## config.mk

```make
export PLATFORM = sky130hd
export DESIGN_NAME = block_result_accumulator
export DESIGN_NICKNAME = d
export VERILOG_FILES = /design/src/rtl/block_result_accumulator.sv
export SDC_FILE = /design/constraint.sdc
export NUM_CORES = 1
export LEC_CHECK = 0
export CAP_MARGIN = 20
export CELL_PAD_IN_SITES_DETAIL_PLACEMENT = 0
export CELL_PAD_IN_SITES_GLOBAL_PLACEMENT = 1
export CORE_UTILIZATION = 39
export CTS_CLUSTER_SIZE = 14
export DETAILED_ROUTE_END_ITERATION = 16
export HOLD_SLACK_MARGIN = 0.15
export PLACE_DENSITY = 0.87
export SLEW_MARGIN = 10
export SYNTH_ARGS = -nofsm -noshare
export SYNTH_HDL_FRONTEND = slang
export SYNTH_SLANG_ARGS = --single-unit
```

## constraint.sdc

```tcl
create_clock -name clk -period 3.6 [get_ports clk]
set_input_delay 0.72 -clock clk [delete_from_list [all_inputs] [get_ports clk]]
set_output_delay 0.72 -clock clk [all_outputs]
set_load 0.01 [all_outputs]
```

## src/rtl/block_result_accumulator.sv

```systemverilog
// rtl/block_result_accumulator.sv - element-wise accumulator for J x K partial-product tiles
// Sums N partial tiles in place, then drains the finished tile one element per beat.
module block_result_accumulator #(
  parameter int DATA_W       = 16,
  parameter int J            = 2,
  parameter int K            = 2,
  parameter int MAX_PARTIALS = 16
) (
  input  logic                                clk,
  input  logic                                rst,
  input  logic [$clog2(MAX_PARTIALS+1)-1:0]   cfg_num_partials,
  input  logic                                in_valid,
  output logic                                in_ready,
  input  logic [DATA_W*J*K-1:0]               in_tile,
  output logic                                out_valid,
  input  logic                                out_ready,
  output logic [DATA_W-1:0]                   out_data,
  output logic [$clog2(J*K)-1:0]              out_index,
  output logic                                out_last,
  output logic [15:0]                         tile_count
);

  localparam int CNT_W = $clog2(MAX_PARTIALS + 1);
  localparam int N_EL  = J * K;
  localparam int IDX_W = $clog2(N_EL);
  localparam logic [IDX_W-1:0] LAST_IDX = IDX_W'(N_EL - 1);

  typedef enum logic {S_ACCUM, S_DRAIN} state_t;

  state_t            state_q, state_d;
  logic [DATA_W-1:0] acc_q [N_EL];
  logic [DATA_W-1:0] sum   [N_EL];
  logic [CNT_W-1:0]  cnt_q;
  logic [CNT_W-1:0]  nlat_q;
  logic [CNT_W-1:0]  n_cfg;
  logic [CNT_W-1:0]  n_eff;
  logic [IDX_W-1:0]  idx_q;
  logic [IDX_W-1:0]  idx_nxt;
  logic [15:0]       tile_count_q;
  logic [DATA_W-1:0] out_data_q;
  logic              accept;
  logic              last_partial;
  logic              out_fire;
  logic              drain_done;

  // Partial count as it applies to the tile in flight: live config only on its first partial.
  always_comb begin
    n_cfg = cfg_num_partials;
    if (cfg_num_partials == '0) begin
      n_cfg = CNT_W'(1);
    end else if (cfg_num_partials > CNT_W'(MAX_PARTIALS)) begin
      n_cfg = CNT_W'(MAX_PARTIALS);
    end
  end

  assign n_eff        = (cnt_q == '0) ? n_cfg : nlat_q;
  assign accept       = (state_q == S_ACCUM) && in_valid;
  assign last_partial = ((cnt_q + CNT_W'(1)) == n_eff);
  assign out_fire     = (state_q == S_DRAIN) && out_ready;
  assign drain_done   = out_fire && (idx_q == LAST_IDX);
  assign idx_nxt      = idx_q + IDX_W'(1);

  // The first partial of a tile overwrites rather than adds, so no clear is needed on exit.
  always_comb begin
    for (int e = 0; e < N_EL; e++) begin
      sum[e] = ((cnt_q == '0) ? '0 : acc_q[e]) + in_tile[e*DATA_W +: DATA_W];
    end
  end

  always_ff @(posedge clk) begin
    if (rst) begin
      state_q <= S_ACCUM;
    end else begin
      state_q <= state_d;
    end
  end

  always_comb begin
    state_d = state_q;
    case (state_q)
      S_ACCUM: if (accept && last_partial) state_d = S_DRAIN;
      S_DRAIN: if (drain_done)             state_d = S_ACCUM;
      default:                             state_d = S_ACCUM;
    endcase
  end

  always_comb begin
    in_ready   = (state_q == S_ACCUM);
    out_valid  = (state_q == S_DRAIN);
    out_last   = (state_q == S_DRAIN) && (idx_q == LAST_IDX);
    out_data   = out_data_q;
    out_index  = idx_q;
    tile_count = tile_count_q;
  end

  always_ff @(posedge clk) begin
    if (rst) begin
      for (int e = 0; e < N_EL; e++) begin
        acc_q[e] <= '0;
      end
      cnt_q        <= '0;
      nlat_q       <= '0;
      idx_q        <= '0;
      tile_count_q <= '0;
      out_data_q   <= '0;
    end else begin
      if (accept) begin
        for (int e = 0; e < N_EL; e++) begin
          acc_q[e] <= sum[e];
        end
        if (cnt_q == '0) begin
          nlat_q <= n_cfg;
        end
        if (last_partial) begin
          cnt_q      <= '0;
          idx_q      <= '0;
          out_data_q <= sum[0];
        end else begin
          cnt_q <= cnt_q + CNT_W'(1);
        end
      end
      // out_data is staged one element ahead so the port comes straight from a flop.
      if (out_fire) begin
        if (idx_q == LAST_IDX) begin
          tile_count_q <= tile_count_q + 16'd1;
          idx_q        <= '0;
          out_data_q   <= '0;
        end else begin
          idx_q      <= idx_nxt;
          out_data_q <= acc_q[idx_nxt];
        end
      end
    end
  end

endmodule

```

* After elaboration in Yosys (flattened, before gate mapping)
Memory sizes are Yosys's and may differ from the RTL's.
Index checks and enable logic that the tools add are counted.
** Operators by class
- $lt $le $gt $ge :: 1
- Shift operators :: 0
- Add/sub/neg operators :: 7
- Bitwise logic cells :: 5
- Multiplexer cells :: 28
- Eq/ne operators :: 2
- Multipliers :: 0
- Divide/modulo/power cells :: 0
- Reductions and logical operators :: 11
** Operators by type and width (count)
- 16-bit 2-to-1 mux :: 12
- 16-bit adder :: 4
- 5-bit 2-to-1 mux :: 4
- 16-bit by 1-bit adder with 16-bit output, second input constant :: 1
- 5-bit logical NOT :: 2
- 2-bit 2-to-1 mux :: 4
- 1-bit 2-to-1 mux :: 7
- 5-bit by 1-bit adder with 5-bit output, second input constant :: 1
- 5-bit equality test :: 1
- 5-bit greater-than comparator, second input constant :: 1
- 1-bit logical AND :: 5
- 1-bit OR :: 4
- 2-bit AND reduction :: 2
- 2-bit nonzero test :: 2
- 2-bit by 1-bit adder with 2-bit output, second input constant :: 1
- 2-bit equality test, second input constant :: 1
- 1-bit case mux with 2 select lines :: 1
- 1-bit inverter :: 1
** Storage, ports and cells
- Memory bits (read-only) :: 0
- Latch bits :: 0
- Bits in registers :: 45
- Memories :: 1
- Logic and storage cells :: 61
- Bits in writable memories :: 64
- Input port bits :: 73
- Output and inout bits :: 37
** Memories
- acc_q :: depth 4, width 16, rd ports 5, clocked after memory_dff 0, wr ports 4, RTL line 31 : logic [DATA_W-1:0] acc_q [N_EL];

* Logic depth before layout (Yosys ltp)
Gate-level depths: netlist of the first run.
- Depth after elaboration :: 8
- Depth in mapped cells :: 15
- Depth with buffers taken out :: 13

* Worst setup path after synthesis of the first run
No wires, ideal clock.
- Path type :: reg-to-reg
- From :: register cnt_q[0]
- To :: memory acc_q[1][14] (data pin)
- Setup slack :: 0.005 ns
- Required time :: 3.334 ns
- Cell stages (with the launch flop) :: 16
- Arrival :: 3.329 ns
- Clock period less this slack :: 3.595 ns
- Path buffers :: 2
- Cell sequence :: dfxtp_1 > inv_1 > ha_1 > or4b_1 > clkbuf_1 > clkbuf_1 > and2_1 > ha_1 > fa_1 > a21o_1 > a221oi_1 > o211ai_1 > o211ai_1 > o21ai_0 > xnor2_1 > nor2_1
** RTL lines
- from (decl) :: RTL line 33 : logic [CNT_W-1:0] cnt_q;
- from (signal assigned) :: RTL line 119 : cnt_q <= cnt_q + CNT_W'(1);
- to (decl) :: RTL line 31

==> results.py, run 1 <==
metrics = {
    "status": {
        "status": "complete, no violations",
    },
    "drt": {
        "vias_per_cell": 5.38,
        "ant_nets": 0,
        "wl_per_cell_um": 17.1,
        "num_vias": 6539,
        "drtIter0Drc": 471,
        "drc": 0,
        "wirelength_um": 20800,
        "drt_first_pass_iters": 4,
    },
    "power_and_ir_drop": {
        "netSwitchingFraction": 0.326,
        "peakVddDrop_v": 0.000184,
        "switchingPower_uw": 1220,
        "p_int_uw": 2520,
        "seqPwrFrac": 0.411,
        "p_comb_frac": 0.322,
        "p_clk_frac": 0.268,
        "p_leak_uw": 0.00399,
        "power.density_cell_area_nw_per_um2": 381,
    },
    "setup_path": {
        "timing.rr.end": "acc_q[1][15]",
        "cp.required_ps": 3710,
        "path_max_fanout": 17,
        "r2r_cells": 14,
        "arrival_ps": 3540,
        "critPathCaptureType": "flop",
        "cpPeakStageDelay_ps": 540,
        "crit_path_frequent_cell": "buf_4",
        "worstSetupPathType": "flop to flop",
        "slowest_stage": "or4b_4",
        "cp-start-kind": "flop",
        "path_cells": "inv_2 -> ha_4 -> or4b_4 -> buf_4 -> clkbuf_16 -> and2_1 -> ha_1 -> a21oi_1 -> o211ai_1 -> a211oi_1 -> o31ai_1 -> buf_4 -> xnor2_1 -> nor2_1",
        "r2r_slack_ps": 170,
        "regToRegStartpoint": "cnt_q[1]",
    },
    "synthesis": {
        "synth_cell_type_count": 57,
        "syn_avg_cell_area_um2": 9.46,
        "seq_area_frac_synth": 0.362,
        "yosys_warnings": 0,
        "yosys-top-cells-area": "edfxtp_1 (25%), dfxtp_1 (12%), ha_1 (10%), and2_1 (5.9%), nor2_1 (4.8%)",
        "yosysTopAreaCellShare": 0.246,
        "ys_seq_elements": 109,
        "syn_inst": 825,
        "yosysTopAreaCell": "edfxtp_1",
        "synth.most_common_cell": "nor2_1",
        "synth_commonest_cells": "nor2_1 (100), and2_1 (73), edfxtp_1 (64), ha_1 (64), a21oi_1 (63)",
        "ys.flop_type": "edfxtp_1",
        "synth_nets": 966,
        "syn_area_um2": 7800,
        "synth-edff-count": 64,
        "synthArstFlopShare": 0,
    },
    "floorplanning": {
        "dieHeight_um": 143,
        "core_area_um2": 19500,
        "die_x_um": 143,
        "die_area_um2": 20600,
        "start_util": 0.400,
        "ios": 110,
        "num_rows": 51,
    },
    "timing": {
        "fin_tns_setup_ps": 0,
        "max_freq_mhz": 291,
        "final.setup_skew_ps": 9.61,
        "fin_crit_sh": 0.953,
        "max_slew_margin": 0.275,
        "min_period_ps": 3430,
        "finalHoldViolCount": 0,
        "report.final.slew_viol_count": 0,
        "tightest_slew_ps": 1080,
        "rsz0062_at_grt": "true",
        "setup_viol": 0,
        "hold_ws_ps": 456,
    },
    "cells_and_area": {
        "drive_above_1_share": 0.103,
        "syn_to_final_growth_pct": 26.0,
        "fin_area_um2": 9830,
        "layout.nets": 1087,
        "num_antenna_cells": 0,
    },
    "cts": {
        "cts_root_buf": "clkbuf_16",
        "cts_max_level": 3,
        "clock_latency_ps": 360,
        "clock_path_buffers": 2,
        "cts_inserted_buffers": 9,
        "clock_sinks": 109,
        "cts_tree": "done",
        "cts_hold_buf": 0,
        "clk_transition_reported_paths_ps": 80,
    },
    "hold_path": {
        "hold_path.class": "flop to flop",
        "whs_path_depth": 2,
        "hold_start": "out_data[0]",
        "hold_path_end": "out_data[0]",
    },
    "global_route": {
        "gr-usage-met1": 0.288,
        "first_global_vias": 6012,
        "grt_antenna_before_repair": 0,
        "grt.busiest_layer": "met2",
        "grt_pass1_wl_um": 32000,
        "grt_max_degree": 51,
        "grt-ovfl-total": 0,
        "grt_usage": 0.203,
        "use_met2": 0.325,
        "grt_use_met3": 0.0203,
    },
    "placement": {
        "port_buffers": 109,
        "hpwl_um": 15700,
        "place_area_um2": 9300,
        "finalWeightedCongestion": 0.874,
    },
    "flow_run": {
        "maxCapViolCount": 0,
    },
}
[worst max-delay path: cells and delay by family, from the launching register on]
family | cells | cell delay (ps)
xor gates and xnor gates | 1 | 110
buffers and inverters | 4 | 620
adders and majority gates | 2 | 460
DFF | 1 | 340
and+or+nand+nor | 3 | 760
AOI/OAI and AO/OA | 4 | 900
[cells in the final DEF, fill, tap and decap left out, types with 12 or more instances in the layout]
master           instances
edfxtp_1                64
a21oi_1                 61
ha_1                    62
a21o_1                  23
a211oi_1                12
nand2_1                 48
xor2_1                  37
buf_4                   27
xnor2_1                 38
inv_1                   22
nand3_1                 20
and2_1                  71
clkdlybuf4s50_1        109
o21ai_0                 37
clkbuf_16               12
mux4_2                  16
nor2_1                 100
dfxtp_1                 44
[metal layers]
layer  share of wire  wire (um)  vias up
li1                -          -     3222
met3           0.048        992       24
met2            0.46       9570      189
met4           0.020        409        0
met5               0          0        -
met1            0.47       9810     3104
[cell type report]
| cell class | count | area [um^2] |
|---|---|---|
| clock buffer | 9 | 225 |
| clock inverter | 7 | 66.3 |
| fill | 1858 | 9690 |
| inverter | 26 | 97.6 |
| multi-input combinational | 657 | 4860 |
| sequential | 109 | 2820 |
| tap | 265 | 332 |
| timing repair buffer | 143 | 1430 |
[what timing repair did]
| action | CTS | global route |
|---|---|---|
| gates resized for setup | 0 | 28 |
| setup buffers | 0 | 6 |
| endpoints found under the setup margin | 0 | 20 |
[power groups by stage]
| stage | clock network (uW) | registers [uW] | logic, uW |
|---|---|---|---|
| floorplan | 0 | 1520 | 751 |
| global placement | 0 | 1560 | 1100 |
| detailed placement | 0 | 1560 | 1110 |
| CTS | 1010 | 1530 | 1120 |
| global route | 1050 | 1550 | 1320 |
| finish | 1000 | 1540 | 1210 |
[state kept, by name, summed over array words and instances (netlist names)]
register	count
tile_count	16
out_data	16
out_valid	1
out_index	2
nlat_q	5
cnt_q	5
acc_q	64
[metrics by stage]
step	power, uW	util	cells	setup slack (ps)
after floorplan	2270	-	825	4.94
after global placement	2660	0.476	1191	76.8
after detailed placement	2670	0.476	1191	28.5
after CTS	3660	0.491	1207	19.5
after global routing	3920	0.504	1216	-25.3
final	3750	0.504	1216	169
[worst max path at each step]
| stage | startpoint | end | slack [ps] | cells past startpoint |
|---|---|---|---|---|
| after floorplan | cnt_q[0] | acc_q[1][14] | 5 | 15 |
| after global placement | cnt_q[0] | acc_q[1][14] | 80 | 14 |
| after detailed placement | cnt_q[1] | acc_q[1][14] | 30 | 14 |
| after CTS | cnt_q[1] | acc_q[1][14] | 20 | 14 |
| after global routing | cnt_q[1] | acc_q[3][14] | -30 | 14 |
| final | cnt_q[1] | acc_q[1][15] | 170 | 14 |
[cell families (layout without fill, tap and decap cells)]
kind of cell | Yosys count | in the layout | synth area share
simple gates | 295 | 295 | 0.192
compound gates | 190 | 190 | 0.157
flops | 109 | 109 | 0.362
xor+xnor | 77 | 77 | 0.0864
fa+ha+maj | 68 | 68 | 0.113
buf+inv | 59 | 185 | 0.0298
mux | 27 | 27 | 0.0603
Note: power is estimated with default switching activity, not from simulation.
==> inputs of run 2 (changes only) <==
--- a/config.mk
+++ b/config.mk
@@ -8,6 +8,7 @@
 export CAP_MARGIN = 20
 export CELL_PAD_IN_SITES_DETAIL_PLACEMENT = 0
 export CELL_PAD_IN_SITES_GLOBAL_PLACEMENT = 1
+export CORE_MARGIN = 2
 export CORE_UTILIZATION = 39
 export CTS_CLUSTER_SIZE = 14
 export DETAILED_ROUTE_END_ITERATION = 16
==> run 2 against run 1 <==
Via count down 1.1%; worst hold slack worse by 1.7 ps; cell area down 1.7%; sequential share of layout area up 0.47 points; flip-flop and latch count unchanged; maximum frequency up 1.0%; setup slack better by 34 ps; register-to-register slack better by 30 ps; utilization down 0.83 points; non-clock buffer count down 5; first-iteration DRC count up 23%; critical path type unchanged; highest routed layer unchanged.
==> results.py, run 2 (synthesis results as in run 1) <==
metrics = {
    "cells_and_area": {
        "num_antenna_cells": 0,
        "fillers": 1851,
        "largest_register_ffs": 64,
        "layout.nets": 1082,
        "drive_above_1_share": 0.0856,
        "max_flop_register": "acc_q",
        "syn_to_final_growth_pct": 23.9,
        "final_common_cell": "clkdlybuf4s50_1",
        "final_cell_mix": "clkdlybuf4s50_1 (109), nor2_1 (100), and2_1 (73)",
    },
    "setup_path": {
        "worstSetupPathType": "flop to flop",
        "path_max_fanout": 16,
        "cp-start-kind": "flop",
        "cp.required_ps": 3700,
        "path_cells": "inv_1 -> ha_1 -> or4b_4 -> buf_6 -> buf_4 -> and2_1 -> ha_1 -> a21o_1 -> a21oi_1 -> nor2b_1 -> o41ai_2 -> o31ai_2 -> xnor2_1 -> nor2_1",
        "r2r_cells": 14,
        "arrival_ps": 3500,
        "regToRegStartpoint": "cnt_q[0]",
        "timing.rr.end": "acc_q[0][15]",
        "critPathCaptureType": "flop",
        "cpPeakStageDelay_ps": 510,
        "slowest_stage": "or4b_4",
        "r2r_slack_ps": 200,
        "crit_path_frequent_cell": "ha_1",
    },
    "placement": {
        "hpwl_um": 15900,
        "place_ws_ps": 25.1,
        "port_buffers": 109,
        "finalWeightedCongestion": 0.870,
    },
    "power_and_ir_drop": {
        "power.density_cell_area_nw_per_um2": 374,
        "p_leak_uw": 0.00391,
        "p_clk_frac": 0.260,
        "p_int_uw": 2470,
        "peakVddDrop_v": 0.000235,
        "p_comb_frac": 0.315,
        "seqPwrFrac": 0.425,
        "switchingPower_uw": 1150,
        "netSwitchingFraction": 0.317,
    },
    "drt": {
        "drtIter0Drc": 577,
        "ant_nets": 0,
        "wirelength_um": 20400,
        "drc": 0,
        "num_vias": 6467,
        "vias_per_cell": 5.34,
        "wl_per_cell_um": 16.9,
        "drt_first_pass_iters": 6,
    },
    "timing": {
        "tightest_slew_ps": 674,
        "hold_ws_ps": 454,
        "rsz0062_at_grt": "false",
        "min_period_ps": 3400,
        "fin_crit_sh": 0.944,
        "report.final.slew_viol_count": 0,
        "max_freq_mhz": 294,
        "fin_tns_setup_ps": 0,
        "fin_ws_ps": 203,
        "max_slew_margin": 0.551,
        "finalHoldViolCount": 0,
        "final.setup_skew_ps": 7.41,
        "setup_viol": 0,
    },
    "floorplanning": {
        "num_rows": 51,
        "ios": 110,
        "start_util": 0.400,
        "dieHeight_um": 145,
        "die_area_um2": 21100,
        "core_area_um2": 19500,
        "die_x_um": 145,
    },
    "cts": {
        "clock_latency_ps": 360,
        "cts_inserted_buffers": 9,
        "clock_sinks": 109,
        "clock_path_buffers": 2,
        "clk_transition_reported_paths_ps": 70,
        "cts_max_level": 3,
        "cts_root_buf": "clkbuf_16",
        "cts_tree": "done",
    },
    "status": {
        "status": "complete, no violations",
    },
    "hold_path": {
        "whs_path_depth": 2,
        "hold_path.class": "flop to flop",
        "hold_start": "out_data[0]",
        "hold_path_end": "out_data[0]",
    },
    "global_route": {
        "grt_max_degree": 42,
        "first_global_vias": 6167,
        "grt_pass1_wl_um": 32200,
        "grt_antenna_before_repair": 0,
        "grt_usage": 0.192,
        "grt-ovfl-total": 0,
    },
    "flow_run": {
        "maxCapViolCount": 0,
    },
}
## run 2: cell types whose count changed in the layout (fill, tap and decap cells not counted), moves of 3 or more
cell	delta
clkbuf_1	+3
clkbuf_16	-3
inv_8	-3
clkinv_4	-3
## run 2: cell type report
type / count / area [um^2] / area share
clock buffers: 12 / 236 / 0.0245
multi-input cells: 657 / 4810 / 0.498
well taps: 265 / 332 / 0.0343
flip-flops and latches: 109 / 2820 / 0.292
repair buffers: 138 / 1340 / 0.138
inverters: 26 / 97.6 / 0.0101
clock inverters: 4 / 32.5 / 0.00336
## run 2: worst max-delay path by stage
stage / startpoint / endpoint / slack, ps / depth (start not counted)
floorplan: cnt_q[0] / acc_q[1][14] / 5 / 15
global placement: cnt_q[1] / acc_q[1][14] / 90 / 14
detailed placement: cnt_q[0] / acc_q[1][14] / 30 / 14
CTS: cnt_q[0] / acc_q[1][14] / 5 / 14
global route: cnt_q[0] / acc_q[0][15] / 8 / 14
finish: cnt_q[0] / acc_q[0][15] / 200 / 14
## run 2: per-layer routing
layer | share of wire | global-route usage | up-vias
li1 | - | - | 3192
met1 | 0.47 | 0.267 | 3081
met2 | 0.46 | 0.309 | 173
met3 | 0.056 | 0.0379 | 21
met4 | 0.014 | 0.0426 | 0
met5 | 0 | 0 | -
## run 2: timing repair
item,4_1_cts,5_1_grt
hold buffers,0,0
resized for setup,0,16
setup buffers,0,0
setup endpoints to repair,0,18
## run 2: metrics by stage
stage,area (um^2),instances,util,power (uW)
detailed placement,9330,1195,0.478,2670
floorplan,7800,825,-,2270
global route,9670,1211,0.495,3800
finish,9670,1211,0.495,3620
global placement,9330,1195,0.478,2660
CTS,9600,1211,0.492,3610
## run 2: power by group through the flow
stage / registers (uW) / clock network [uW] / logic (uW)
final: 1540 / 942 / 1140
after CTS: 1540 / 958 / 1110
after detailed placement: 1560 / 0 / 1110
after global routing: 1550 / 997 / 1250
after floorplan: 1520 / 0 / 751
after global placement: 1560 / 0 / 1100
## run 2: worst max-delay path: cells and delay by family, from the launching register on
family	cells	cell delay, ps
XOR/XNOR	1	180
buffers and inverters	3	430
AO/OA/AOI/OAI	4	760
adder cells (fa/ha/maj)	2	480
AND/OR/NAND/NOR	4	970
flip-flops	1	320
==> inputs of run 3 (changes only) <==
--- a/config.mk
+++ b/config.mk
@@ -14,6 +14,7 @@
 export DETAILED_ROUTE_END_ITERATION = 16
 export HOLD_SLACK_MARGIN = 0.15
 export PLACE_DENSITY = 0.87
+export SKIP_LAST_GASP = 1
 export SLEW_MARGIN = 10
 export SYNTH_ARGS = -nofsm -noshare
 export SYNTH_HDL_FRONTEND = slang
==> run 3 against run 2 <==
Combinational power barely moved; cell area barely moved; clock power barely moved; critical endpoint is now acc_q[1][14]; power barely moved; clock-buffer cell count did not move; flip-flop and latch count did not move; global-route usage did not move; worst hold slack barely moved; cell count did not move; first-iteration DRC count fell by 0.69%; largest power group unchanged.
==> results.py, run 3 (synthesis results as in run 1) <==
metrics = {
    "setup_path": {
        "critPathTopFamily": "compound AO/OA/AOI/OAI gates",
        "worstSetupPathType": "flop to flop",
        "path_cells": "inv_1 -> ha_1 -> or4b_4 -> buf_12 -> and2_1 -> ha_1 -> fa_1 -> a21o_1 -> a221oi_2 -> o211ai_1 -> o211ai_1 -> o21ai_0 -> xnor2_1 -> nor2_1",
        "crit_buf_inv": 2,
        "slowest_stage": "or4b_4",
        "path_depth": 14,
        "cpPeakStageDelay_ps": 510,
        "r2r_cells": 14,
        "cp.required_ps": 3700,
        "critPathCaptureType": "flop",
        "path_max_fanout": 36,
        "arrival_ps": 3550,
        "cp-start-kind": "flop",
    },
    "global_route": {
        "use_met2": 0.309,
        "grt-ovfl-total": 0,
        "grt_max_degree": 42,
        "grt_pass1_wl_um": 32200,
        "first_global_vias": 6167,
        "grt.busiest_layer": "met2",
        "grt_antenna_before_repair": 0,
        "gr-usage-met1": 0.267,
        "grt_use_met3": 0.0379,
        "grt_usage": 0.192,
    },
    "timing": {
        "hold_ws_ps": 455,
        "finalHoldViolCount": 0,
        "min_period_ps": 3450,
        "tightest_slew_ps": 686,
        "max_slew_margin": 0.543,
        "rsz0062_at_grt": "true",
        "fin_tns_setup_ps": 0,
        "report.final.slew_viol_count": 0,
        "max_freq_mhz": 290,
        "final.setup_skew_ps": 6.96,
        "setup_viol": 0,
        "fin_crit_sh": 0.958,
    },
    "placement": {
        "hpwl_um": 15900,
        "port_buffers": 109,
        "finalWeightedCongestion": 0.870,
    },
    "cells_and_area": {
        "final_common_cell": "clkdlybuf4s50_1",
        "num_antenna_cells": 0,
        "largest_register_ffs": 64,
        "final_cell_mix": "clkdlybuf4s50_1 (109), nor2_1 (100), and2_1 (73)",
        "syn_to_final_growth_pct": 23.9,
        "drive_above_1_share": 0.0846,
        "max_flop_register": "acc_q",
        "layout.nets": 1082,
    },
    "flow_run": {
        "maxCapViolCount": 0,
    },
    "drt": {
        "drt_first_pass_iters": 7,
        "ant_nets": 0,
        "wirelength_um": 20400,
        "drc": 0,
        "num_vias": 6484,
        "drtIter0Drc": 573,
        "wl_per_cell_um": 16.9,
        "vias_per_cell": 5.35,
    },
    "hold_path": {
        "hold_path.class": "flop to flop",
        "whs_path_depth": 2,
    },
    "floorplanning": {
        "start_util": 0.400,
        "dieHeight_um": 145,
        "core_area_um2": 19500,
        "die_x_um": 145,
        "die_area_um2": 21100,
        "num_rows": 51,
        "ios": 110,
    },
    "cts": {
        "clock_path_buffers": 2,
        "clock_latency_ps": 360,
        "cts_inserted_buffers": 9,
        "cts_tree": "done",
        "cts_max_level": 3,
        "clk_transition_reported_paths_ps": 70,
        "clock_sinks": 109,
        "cts_root_buf": "clkbuf_16",
        "cts_setup_buffers": 0,
    },
    "status": {
        "status": "complete, no violations",
    },
    "power_and_ir_drop": {
        "p_leak_uw": 0.00391,
        "peakVddDrop_v": 0.000235,
        "power.density_cell_area_nw_per_um2": 374,
    },
}
==> run 3: final timing paths <==
| path | start | endpoint | slack, ps |
|---|---|---|---|
| setup / recovery | cnt_q[0] | acc_q[1][14] | 150 |
| hold / removal | out_data[0] | out_data[0] | 450 |
| setup reg to reg | cnt_q[0] | acc_q[1][14] | 150 |
| hold reg to reg | out_data[0] | out_data[0] | 450 |
==> run 3: metrics by stage <==
stage	cells	worst slack [ps]	utilization	instance area (um^2)	power (uW)
3_5_place_dp	1195	25.1	0.478	9330	2670
6_report	1211	152	0.495	9670	3620
3_3_place_gp	1195	94.0	0.478	9330	2660
4_1_cts	1211	5.08	0.492	9600	3610
5_1_grt	1211	-81.6	0.495	9670	3800
2_1_floorplan	825	4.94	-	7800	2270
==> run 3: per-layer routing <==
metal | share of wire | vias up
met2 | 0.46 | 194
met4 | 0.016 | 0
met5 | 0 | -
li1 | - | 3192
met3 | 0.059 | 25
met1 | 0.47 | 3073
==> run 3: power by group <==
group          switching, uW  total (uW)  leakage, uW  internal (uW)
clock network            466         942     0.000124            476
registers               84.6        1540      0.00107           1450
logic                    598        1140      0.00272            540
total                   1150        3620      0.00391           2470
==> run 3: final cells by class <==
type / instances / area, um^2
Sequential cell: 109 / 2820
Timing Repair Buffer: 138 / 1340
Inverter: 26 / 97.6
Clock buffer: 12 / 236
Clock inverter: 4 / 32.5
Tap cell: 265 / 332
Fill cell: 1852 / 9860
Multi-Input combinational cell: 657 / 4810
==> run 3: tightest hold or removal path: stages, from the launching register on <==
cell	delay, ps
dfxtp_1	310
inv_1	50
a211oi_1	50
==> run 3: repair_timing <==
item | in CTS | in global routing
hold buffers | 0 | 0
resized for setup | 0 | 14
setup endpoints to repair | 0 | 18
